$ cat src/rtl/mc_mem_pkg.sv
// Shared encodings and helpers for the multicycle memory sequencer.
package mc_mem_pkg;

    localparam int DATA_W = 32;

    // Access size encodings as presented on req_size
    localparam logic [1:0] SZ_BYTE = 2'b00;
    localparam logic [1:0] SZ_HALF = 2'b01;
    localparam logic [1:0] SZ_WORD = 2'b10;
    localparam logic [1:0] SZ_ILL  = 2'b11;

    typedef enum logic [1:0] {
        ST_IDLE = 2'b00,
        ST_RD   = 2'b01,
        ST_WR   = 2'b10,
        ST_RESP = 2'b11
    } state_t;

    // Natural alignment check; the illegal size is never aligned.
    function automatic logic is_aligned(input logic [1:0] size, input logic [1:0] addr_lo);
        logic ok;
        case (size)
            SZ_BYTE: ok = 1'b1;
            SZ_HALF: ok = (addr_lo[0] == 1'b0);
            SZ_WORD: ok = (addr_lo == 2'b00);
            default: ok = 1'b0;
        endcase
        return ok;
    endfunction

endpackage

$ cat src/rtl/mc_mem_lane.sv
// Byte-lane logic: load extract/extend and sub-word store merge (little-endian).
module mc_mem_lane
    import mc_mem_pkg::*;
(
    input  logic [DATA_W-1:0] word_i,
    input  logic [DATA_W-1:0] wdata_i,
    input  logic [1:0]        off_i,
    input  logic [1:0]        size_i,
    input  logic              uns_i,
    output logic [DATA_W-1:0] load_o,
    output logic [DATA_W-1:0] merged_o
);

    logic [7:0]  lane_b;
    logic [15:0] lane_h;

    // Select the addressed lane and extend it to a full word
    always_comb begin
        lane_b = word_i[{off_i, 3'b000} +: 8];
        lane_h = off_i[1] ? word_i[31:16] : word_i[15:0];
        case (size_i)
            SZ_BYTE: load_o = uns_i ? {24'h0, lane_b} : {{24{lane_b[7]}}, lane_b};
            SZ_HALF: load_o = uns_i ? {16'h0, lane_h} : {{16{lane_h[15]}}, lane_h};
            default: load_o = word_i;
        endcase
    end

    // Replace the target lane(s) of the old word with the low store bits
    always_comb begin
        merged_o = word_i;
        case (size_i)
            SZ_BYTE: merged_o[{off_i, 3'b000} +: 8]  = wdata_i[7:0];
            SZ_HALF: merged_o[{off_i[1], 4'b0000} +: 16] = wdata_i[15:0];
            default: merged_o = wdata_i;
        endcase
    end

endmodule

$ cat src/rtl/mc_mem_sequencer.sv
// Initiator side of the unified multicycle memory: turns byte/half/word
// load/store requests into single-cycle word accesses.
// Handshake: a request is taken at a rising edge where req_valid && req_ready;
// req_ready is high only in IDLE; the response is a one-cycle rsp_valid pulse
// with no backpressure.
module mc_mem_sequencer
    import mc_mem_pkg::*;
#(
    parameter int WIDTH     = 32,
    parameter int MEM_WORDS = 128
)
(
    input  logic             clk,
    input  logic             reset_n,
    input  logic             req_valid,
    output logic             req_ready,
    input  logic             req_write,
    input  logic [1:0]       req_size,
    input  logic             req_unsigned,
    input  logic [WIDTH-1:0] req_addr,
    input  logic [WIDTH-1:0] req_wdata,
    output logic             rsp_valid,
    output logic [WIDTH-1:0] rsp_rdata,
    output logic             rsp_err,
    output logic [WIDTH-1:0] Address,
    output logic [WIDTH-1:0] WriteData,
    output logic             MemRead,
    output logic             MemWrite,
    input  logic [WIDTH-1:0] ReadData
);

    localparam logic [WIDTH-1:0] MEM_LIMIT = WIDTH'(MEM_WORDS);

    state_t           state_q, state_d;
    logic             wr_q;
    logic [1:0]       size_q;
    logic             uns_q;
    logic [WIDTH-1:0] addr_q;
    logic [WIDTH-1:0] wdata_q;
    logic             err_q;
    logic [WIDTH-1:0] merge_q;
    logic [WIDTH-1:0] rdata_q;

    logic             req_err;
    logic [WIDTH-1:0] lane_load;
    logic [WIDTH-1:0] lane_merged;

    // Misaligned, illegal size or beyond the implemented words
    assign req_err = !is_aligned(req_size, req_addr[1:0])
                   || (WIDTH'(req_addr[WIDTH-1:2]) >= MEM_LIMIT);

    mc_mem_lane u_lane (
        .word_i   (ReadData),
        .wdata_i  (wdata_q),
        .off_i    (addr_q[1:0]),
        .size_i   (size_q),
        .uns_i    (uns_q),
        .load_o   (lane_load),
        .merged_o (lane_merged)
    );

    // State register plus latched request, merge word and load result
    always_ff @(posedge clk) begin
        if (!reset_n) begin
            state_q <= ST_IDLE;
            wr_q    <= 1'b0;
            size_q  <= SZ_BYTE;
            uns_q   <= 1'b0;
            addr_q  <= '0;
            wdata_q <= '0;
            err_q   <= 1'b0;
            merge_q <= '0;
            rdata_q <= '0;
        end else begin
            state_q <= state_d;
            if (state_q == ST_IDLE && req_valid) begin
                wr_q    <= req_write;
                size_q  <= req_size;
                uns_q   <= req_unsigned;
                addr_q  <= req_addr;
                wdata_q <= req_wdata;
                err_q   <= req_err;
                merge_q <= req_wdata;  // word stores write this unchanged
                rdata_q <= '0;         // stores and errors answer with zero
            end
            if (state_q == ST_RD) begin
                if (wr_q) merge_q <= lane_merged;
                else      rdata_q <= lane_load;
            end
        end
    end

    // Next-state: errors skip memory, word stores skip the read
    always_comb begin
        state_d = state_q;
        case (state_q)
            ST_IDLE: begin
                if (req_valid) begin
                    if (req_err)                             state_d = ST_RESP;
                    else if (req_write && req_size == SZ_WORD) state_d = ST_WR;
                    else                                     state_d = ST_RD;
                end
            end
            ST_RD:   state_d = wr_q ? ST_WR : ST_RESP;
            ST_WR:   state_d = ST_RESP;
            ST_RESP: state_d = ST_IDLE;
            default: state_d = ST_IDLE;
        endcase
    end

    // Per-state outputs; MemWrite is gated so a reset edge never commits a write
    always_comb begin
        req_ready = 1'b0;
        rsp_valid = 1'b0;
        rsp_rdata = '0;
        rsp_err   = 1'b0;
        Address   = '0;
        WriteData = '0;
        MemRead   = 1'b0;
        MemWrite  = 1'b0;
        case (state_q)
            ST_IDLE: req_ready = 1'b1;
            ST_RD: begin
                MemRead = 1'b1;
                Address = {addr_q[WIDTH-1:2], 2'b00};
            end
            ST_WR: begin
                MemWrite  = reset_n;
                Address   = {addr_q[WIDTH-1:2], 2'b00};
                WriteData = merge_q;
            end
            ST_RESP: begin
                rsp_valid = 1'b1;
                rsp_rdata = rdata_q;
                rsp_err   = err_q;
            end
            default: ;
        endcase
    end

endmodule

$ cat config.mk
export PLATFORM = sky130hd
export DESIGN_NAME = mc_mem_sequencer
export DESIGN_NICKNAME = d
export VERILOG_FILES = /design/src/rtl/mc_mem_pkg.sv /design/src/rtl/mc_mem_lane.sv /design/src/rtl/mc_mem_sequencer.sv
export SDC_FILE = /design/constraint.sdc
export NUM_CORES = 1
export LEC_CHECK = 0
export CAP_MARGIN = 5
export CORE_MARGIN = 10
export CORE_UTILIZATION = 49
export DETAILED_ROUTE_END_ITERATION = 12
export HOLD_SLACK_MARGIN = 0.06
export PLACE_DENSITY = 0.84
export SYNTH_ARGS = -nofsm -noshare
export SYNTH_HDL_FRONTEND = slang
export SYNTH_HIERARCHICAL = 1
export SYNTH_SLANG_ARGS = --single-unit
$ cat constraint.sdc
create_clock -name clk -period 3 [get_ports clk]
set_clock_uncertainty 0.15 [all_clocks]
set_input_delay 0.6 -clock clk [delete_from_list [all_inputs] [get_ports clk]]
set_output_delay 0.6 -clock clk [all_outputs]
set_load 0.005 [all_outputs]
; ---- Word-level counts from Yosys, hierarchy flattened
; Cells that the tools add are included.
[totals]
reg_bits = 135
latchBits = 0
mem_bits_rw = 0
rom_bits = 0
inputBits = 103
output_inout_bits = 101
word_cells = 61
mem_count = 0
[classes]
addsub = 2
multipliers = 0
div_mod_pow = 0
n_lt_le_gt_ge = 1
n_eq_ne = 7
shifts = 5
mux = 27
n_bitwise = 1
reduce_logical = 9
[op_table]
columns = op, count
row1 = 32-bit 2-to-1 mux, 11
row2 = 32-bit one-hot mux with 2 select lines, 2
row3 = 32-bit bitwise mux, 2
row4 = "16-bit by 7-bit variable shift with 32-bit output, first input constant", 1
row5 = "8-bit by 7-bit variable shift with 32-bit output, first input constant", 1
row6 = 16-bit by 7-bit variable part select with 32-bit output, 1
row7 = 32-bit by 6-bit variable part select with 8-bit output, 1
row8 = 8-bit by 7-bit variable part select with 32-bit output, 1
row9 = "30-bit by 8-bit >= comparator with 1-bit output, second input constant", 1
row10 = 16-bit 2-to-1 mux, 1
row11 = 5-bit negation with 7-bit output, 2
row12 = 2-bit zero test, 4
row13 = 2-bit one-hot mux with 4 select lines, 1
row14 = "2-bit by 1-bit == test with 1-bit output, second input constant", 3
row15 = "2-bit == test, second input constant", 3
row16 = 1-bit 2-to-1 mux, 6
row17 = 2-bit 2-to-1 mux, 3
row18 = 1-bit one-hot mux with 3 select lines, 1
row19 = 1-bit logical AND, 2
row20 = "2-bit inequality test, second input constant", 1
row21 = 2-bit OR reduction, 1
row22 = 1-bit zero test, 1
row23 = 1-bit logical OR, 1
row24 = 1-bit NOT, 1

; ---- Longest topological paths before layout
[depth]
ltp_word = 7
ltp_mapped = 11
mapped_depth_nobuf = 8

; ---- Hierarchy
; The synthesis kept the hierarchy.
[modules_own_cells]
columns = mod, instances, cells_each, area_per_inst_um2, seq_area_each_um2
row1 = mc_mem_sequencer, 1, 687, 5552.8, 2702.6
row2 = mc_mem_lane, 1, 307, 1916.8, 0.0

; ---- Worst setup path before layout
; OpenSTA, ideal clock, no wires.
[synth_path]
path_type = reg-to-reg
start = reg addr_q[1]
end = reg merge_q[20]
setup_time_ps = 136
t_arrival_ps = 2106
t_required_ps = 2714
path_slack_ps = 607
stages_incl_launch_ff = 12
n_path_buf = 3
period_less_slack_ps = 2393
cell_sequence = dfxtp_1 > buf_2 > inv_1 > clkbuf_1 > ha_1 > nor2_1 > and4_1 > clkbuf_1 > a221oi_1 > nor2_1 > o21ai_0 > a31oi_1
[synth_via]
elab_chain_cells = 6
word_cells_on_any_way = 11
classes_between = 2 x add/sub / 4 x shift / 5 x mux
[synth_rtl]
columns = item, line
row1 = from (decl), mc_mem_sequencer.sv:38  ; logic [WIDTH-1:0] addr_q;
row2 = from (signal assigned), mc_mem_sequencer.sv:80  ; addr_q <= req_addr;
row3 = 5-bit negation with 7-bit output (on tied branches), "mc_mem_lane.sv:33, mc_mem_lane.sv:32"
row4 = 16-bit by 7-bit variable part select with 32-bit output (tied with other cells), mc_mem_lane.sv:33  ; SZ_HALF: merged_o[{off_i[1], 4'b0000} +: 16] = wdata_i[15:0];
row5 = 32-bit bitwise mux (on tied branches), "mc_mem_lane.sv:33, mc_mem_lane.sv:32"
row6 = 32-bit one-hot mux with 2 select lines (*), mc_mem_lane.sv:31  ; case (size_i)
row7 = via lane_merged[20], mc_mem_sequencer.sv:46  ; logic [WIDTH-1:0] lane_merged;
row8 = 32-bit 2-to-1 mux (*), mc_mem_sequencer.sv:87  ; if (wr_q) merge_q <= lane_merged;
row9 = 32-bit 2-to-1 mux (*), mc_mem_sequencer.sv:86  ; if (state_q == ST_RD) begin
row10 = to (signal assigned), mc_mem_sequencer.sv:83  ; merge_q <= req_wdata;
row11 = to (signal assigned), mc_mem_sequencer.sv:87
row12 = to (decl), mc_mem_sequencer.sv:41  ; logic [WIDTH-1:0] merge_q;
; The timed path passes the listed nets; every way through them passes the cells marked *.
; A chain may end at the register's enable or synchronous reset.

; ---- Worst setup path after layout
[layout_path]
start = reg state_q[0]
end = out Address[11]
[layout_via]
elab_chain_cells = 3
word_cells_on_any_way = 4
classes_between = 2 x eq/ne / 1 x mux / 1 x reduce/logical
[layout_rtl]
columns = item, line
row1 = from (decl), mc_mem_sequencer.sv:34  ; state_t state_q, state_d;
row2 = from (signal assigned), mc_mem_sequencer.sv:75  ; state_q <= state_d;
row3 = 2-bit by 1-bit == test with 1-bit output / 2-bit == test (equally long branches), mc_mem_sequencer.sv:121  ; case (state_q)
row4 = 2-bit OR reduction (no line) (*), --
row5 = 32-bit 2-to-1 mux (*), mc_mem_sequencer.sv:121
row6 = to (decl), mc_mem_sequencer.sv:25  ; output logic [WIDTH-1:0] Address,
; Mark *: on every way between the ends. The rest lies on a longest branch, timed or not.

==> impl_results.md <==
* Run status: completed
* Synth Area in XOR/XNOR at 0%
* RD Place Congestion at 0.961
* Clock root buffer: clkbuf_16
* Die H at around 140 um
* Cell Rows at 45
* Syn avg cell area at approximately 7.5 um^2
* Gr usage total at roughly 25%
* Clk_lat worst skew at 0.42 ns
* Fmax at 347 MHz
* Final WL at 26700 um
* Crit-path max cell delay at just over 0.5 ns
* Sw Pwr at 2.67 mW
* Worst setup EP type: primary output
* Synth Area in Adders at about 1.5%
* Max IR drop VDD at approximately 0.00053 V
* Ports at 204
* Die ar. at 20600 um^2
* Critical path, cell by cell: inv_1 -> ha_1 -> buf_6 -> and2_1 -> clkdlybuf4s50_1
* Vias/cell at 5.92
* Leading area contributor after synthesis: dfxtp_1
* P_leak at 3.71 nW
* Total gr overflow at 0
* Highest-delay cell along the critical path: clkdlybuf4s50_1
* Worst Tran Pin Value at roughly 1.1 ns
* Period minus WS final at 2.88 ns
* Layout area overhead at 35.4%
* Yosys cell types at 53
* Ant diodes at 0
* RSZ-0062 raised after global routing: false
* Worst-path fanout max at 31
* Vias at about 8000
* Synth Warn # at 6
* Final setup fails at 0
* Sequential-to-total area share from yosys stat at 36.2%
* Antenna Nets Post-Route at 0
* CTS tree: built
* Slew Viols, Final at 0
* DIE WIDTH at about 140 um
* Largest family of logic cells by synthesized area: compound AO/OA/AOI/OAI gates
* MaxCap Viol Count at 0
* Element type at the critical path start: flip-flop
* Seq pwr share at between 30% and 40%
* Total negative slack at 0 ns
* Post-Synth Simple-Gate Area at 26.4%
* Per-cell routed wire length at 19.7 um
* First-pass GRT wire length at about 41000 um
* R2R Setup Slk at approximately 0.33 ns
* Pin count of the biggest net entering global routing at between 60 and 70
* Placed wire-length estimate at 19100 um
* Power Dens Cells at roughly 700 nW/um^2
* Path category of the worst min-delay check: reg -> reg
* CTS Buf Count at 17
* Layout cell share with drive strength beyond 1 at roughly 7.6%
* Clk pwr share at ~29%
* Yosys reg bits at 135
* Synth Cell Area at approximately 7500 um^2
* Drt first pass iters at 6
* Starting DRT DRC Count at 920
* Setup Buffers After CTS at 0
* Sink Count at about 140
* WS Path Type: reg -> out
* Final nets at about 1300
* Compound-Gate Fraction of Synth Area at around a quarter
* Final core utilization at roughly two thirds
* H-tree levels at 4
* Switching part of the total power at between 30% and 40%
* Main flop type after synthesis: dfxtp_1
* Antenna violations before repair at 0
* Worst hold slack at roughly 0.30 ns
* Comb pwr share at approximately 38%
* Max clock buf depth at 2
* Hold Vio Cnt, Final at 0
* Filler cells at about 1200
* Post-synth top area share at a little over a third
* Number of synthesized flops with an enable pin at 0
* Overall power at ~7 mW
* Starting density of the core at between 40% and 50%
* Clock Pin Slew Worst Setup and Hold Paths at approximately 0.06 ns
* # DRC at 0
* Largest cells by area after synthesis: dfxtp_1 36%, nand2_1 12%, and2_1 8.1%
* Tcrit/Tclk final at between 90% and 100%
* Slew Limit Headroom at between 20% and 30%
* Vias in the first global route at about 7600
* Post-synthesis mux area share at between 2 and 2.5%
* Core Region at 15100 um^2
* Worst Path Required at roughly 2.3 ns
* Synth Instances at about 990
* Int Power at 4.50 mW
* Cell with the most instances after synthesis: nand2_1
* CP arrival at about 2.1 ns
* Port bufs at roughly 200
* FFs w/ async S/R, synth at 0%
* Post-synth top cells: 230 x nand2_1, 135 x dfxtp_1, 97 x and2_1
[worst max-delay path: cells and delay by family (launching register included)]
family / cells / cell delay, ns
adders and majority gates: 1 / 0.30
DFF: 1 / 0.40
and+or+nand+nor: 1 / 0.18
buffers and inverters: 3 / 0.81
[flip-flops by register name, summed over array words and instances, names as in the netlist]
name,cells
addr_q,32
merge_q,32
rdata_q,32
wdata_q,32
size_q,2
state_q,2
err_q,1
uns_q,1
wr_q,1
[final timing paths]
check,startpoint,to,cells after the start
worst max-delay path,state_q[0],Address[11],5
worst min-delay path,addr_q[14],addr_q[14],2
worst max register to register,addr_q[0],merge_q[6],8
worst min register to register,addr_q[14],addr_q[14],2
[cell type report]
class | instances | area [um^2] | share of cell area (%)
sequential | 135 | 2700 | 26.7
clock inverter | 14 | 149 | 1.47
multi-input combinational | 757 | 4260 | 42.1
inverter | 16 | 60.1 | 0.594
clock buffer | 18 | 429 | 4.24
tap | 188 | 235 | 2.33
timing repair buffer | 228 | 2280 | 22.5
[metrics by stage]
stage	setup slack [ns]	area (um^2)	std cells
6_report	0.120	10100	1356
5_1_grt	0.0375	10100	1356
4_1_cts	0.0208	10100	1356
3_5_place_dp	0.339	9530	1324
3_3_place_gp	0.364	9530	1324
2_1_floorplan	0.607	7470	995
[cells by family after synthesis]
| kind of cell | Yosys count |
|---|---|
| other | 1 |
| AOI/OAI and AO/OA | 305 |
| muxes | 16 |
| and+or+nand+nor | 425 |
| DFF | 135 |
| adders and majority gates | 9 |
| buffers and inverters | 103 |
[power groups by stage]
stage / combinational, mW / sequential (mW) / clock [mW]
floorplan: 1.89 / 2.31 / 0
global route: 2.98 / 2.41 / 2.15
CTS: 2.69 / 2.37 / 2.08
global placement: 2.61 / 2.40 / 0
detailed placement: 2.67 / 2.40 / 0
finish: 2.73 / 2.39 / 2.06
[cells in the final DEF, fill, tap and decap left out, drive strengths merged, types with 18 or more instances in the layout]
cell	Yosys	routed
and2	97	97
clkbuf	50	18
inv	16	20
dfxtp	135	135
nand2	230	230
nor2	61	61
a22oi	46	46
buf	37	27
a21oi	101	101
o21ai	63	63
clkdlybuf4s50	0	201
a31oi	35	35
[repair_timing]
| item | 4_1_cts | 5_1_grt |
|---|---|---|
| resized for setup | 0 | 2 |
| hold buffers | 0 | 0 |
| setup endpoints to repair | 0 | 34 |
[per-layer routing]
layer  wire (um)  GRT usage, %
met1       10500          29.8
met2       12500          39.6
met3        2930          9.34
met4         754          8.97
met5           0             0
Note: power is estimated with default switching activity, not from simulation.
==> RTL edit, RTL diff (same flow settings) <==
Change the parameter `MEM_WORDS` from 128 to 64.
--- a/src/rtl/mc_mem_sequencer.sv
+++ b/src/rtl/mc_mem_sequencer.sv
@@ -7,7 +7,7 @@
     import mc_mem_pkg::*;
 #(
     parameter int WIDTH     = 32,
-    parameter int MEM_WORDS = 128
+    parameter int MEM_WORDS = 64
 )
 (
     input  logic             clk,
Check against the original RTL: not equivalent (a bounded check fails within 4 cycles, from zero or initial values and one cycle with reset_n low).
==> RTL edit against the original RTL <==
Count of clock-buffer cells in the layout grew 6. Routed wire length shrank 1.7%. Via count shrank 1.0%. Worst hold slack gained 0.0042 ns. Sequential cell count is the same. Power grew 10%. Synthesized area grew 3.1%. Combinational power grew 18%. First-iteration DRC count shrank 10%. Design area grew 2.6%. Setup slack gained 0.044 ns. Critical path type unchanged. Critical endpoint is now Address[10]. Largest cell class unchanged.
==> RTL edit: results (changes against the original RTL) <==
clk_latency_ns: 0.41
slew_viol_final: 0  # unchanged
final-hold-violation-count: 0  # unchanged
grt_util_all_layers_pct: 23.42  # -1.4 points
critical-path-top-delay-family: "buffers and inverters"
regArea_um2: 2704  # unchanged
hpwlAfterDp_mm: 18.90  # -1.3%
cp.arrival_ns: 2.09  # -0.04 ns
internal-power_mw: 4.970  # +10%
drive_gt1_share_pct: 6.861  # -0.76 points
pre_cts_ws_ns: 0.3975  # +0.05861 ns
max-vdd-ir-drop_mv: 0.5788  # +8.7%
tightestPinTransition_ns: 0.7027  # -0.3833 ns
critPathSlowestCell: "clkdlybuf4s50_1"
cts-buffers-inserted: 17  # unchanged
synth-async-reset-ratio_pct: 0  # unchanged
clkSlewWorstSetupHoldPaths_ns: 0.06  # about the same
drt_first_pass_iters: 7  # +1
nets: 1265  # -0.16%
yosysSeqAreaShare_pct: 35.08  # -1.1 points
status: "complete, no violations"
yosysWarningCount: 6  # unchanged
synth_cell_type_count: 52  # -1.9%
fillers: 1313  # +5.8%
grt_pass1_vias: 7552  # -0.12%
slowest_delay_ns: 0.52
yosys-top-cells-area: "dfxtp_1, nand2_1, and2_1"
leakagePower_nw: 3.750  # +1.0%
grt_first_pass_wirelength_mm: 40.97  # +0.29%
cts-root-buf: "clkbuf_16"
place_congestion: 0.9319  # -3.0%
postPlaceCellArea_um2: 9761  # +2.4%
synthTopCellsByCount: "nand2_1, dfxtp_1, and2_1"
cts_max_level: 4  # unchanged
vias_per_cell: 5.765  # -2.6%
min_path_type: "flop to flop"
drt_iter0_drc: 824  # -10%
antenna_found_initial: 2  # +2
critPathMaxFanout: 31  # unchanged
grt_start_max_net_pins: 136  # +110%
wl_mm: 26.22  # -1.7%
io_buffer_count: 201  # unchanged
cts_buffer_depth: 2  # unchanged
synthFlopType: "dfxtp_1"
RTL edit: cell count changes in the layout (fill, tap and decap cells not counted), sizes merged, moves of 2 or more:
cell      unedited run  this run
bufinv               2         4
clkinvlp             4         2
clkbuf              18        24
buf                 27        24
inv                 20        16
a21boi               0        69
nor2                61        30
nor2b               10        42
clkinv               4         2
a21oi              101        33
RTL edit: kinds of logic (layout without fill, tap and decap cells):
family                   Yosys count  in the layout  share of synthesized area (%)
AND/OR/NAND/NOR                  425            425                          26.51
AO/OA/AOI/OAI                    307            307                          28.21
flip-flops                       135            135                          35.08
buffers and inverters            104            272                          6.497
multiplexers                      16             16                          2.193
adder cells (fa/ha/maj)            9              9                          1.462
other                              1              3                        0.04868
RTL edit: through the flow:
stage	instances	hold slack (ns)
5_1_grt	1378	0.3214
3_5_place_dp	1345	0.3017
6_report	1378	0.3073
3_3_place_gp	1345	0.2956
2_1_floorplan	998	0.2882
4_1_cts	1377	0.3097
RTL edit: worst paths after layout:
path	startpoint	endpoint	slack, ns	cells past startpoint
max reg2reg	addr_q[1]	merge_q[24]	0.48	8
min reg2reg	addr_q[12]	addr_q[12]	0.31	2
min	addr_q[12]	addr_q[12]	0.31	2
max	state_q[1]	Address[10]	0.16	5
RTL edit: worst register-to-register path: cells and delay by family (launching register included):
kind,cells,cell delay [ns]
simple gates,3,0.85
compound gates,3,0.51
fa+ha+maj,1,0.39
flops,1,0.33
buf+inv,1,0.21
RTL edit: layout make-up:
type | count | area share (%)
Antenna cell | 1 | 0.02410
Clock buffer | 24 | 4.543
Clock inverter | 8 | 1.398
Inverter | 16 | 0.5784
Multi-Input combinational cell | 759 | 43.49
Sequential cell | 135 | 26.04
Tap cell | 211 | 2.542
Timing Repair Buffer | 224 | 21.39
RTL edit: layer usage:
metal,track usage [%],vias up,part of all wire [%]
met5,0,-,0
met3,9.376,58,11
li1,-,3761,-
met4,9.302,0,3.2
met1,27.97,3734,40
met2,36.81,391,46
RTL edit: repair_timing:
| item | in CTS | in global routing |
|---|---|---|
| gates resized for setup | 0 | 1 |
| buffers inserted | 0 | 0 |
| setup endpoints to repair | 0 | 4 |
| hold endpoints to repair | 0 | 0 |
RTL edit: power groups by stage:
stage,clock (mW),sequential (mW),combinational (mW)
2_1_floorplan,0,2.39,2.23
3_3_place_gp,0,2.50,3.13
3_5_place_dp,0,2.51,3.16
4_1_cts,2.23,2.48,3.19
5_1_grt,2.30,2.53,3.52
6_report,2.21,2.49,3.22
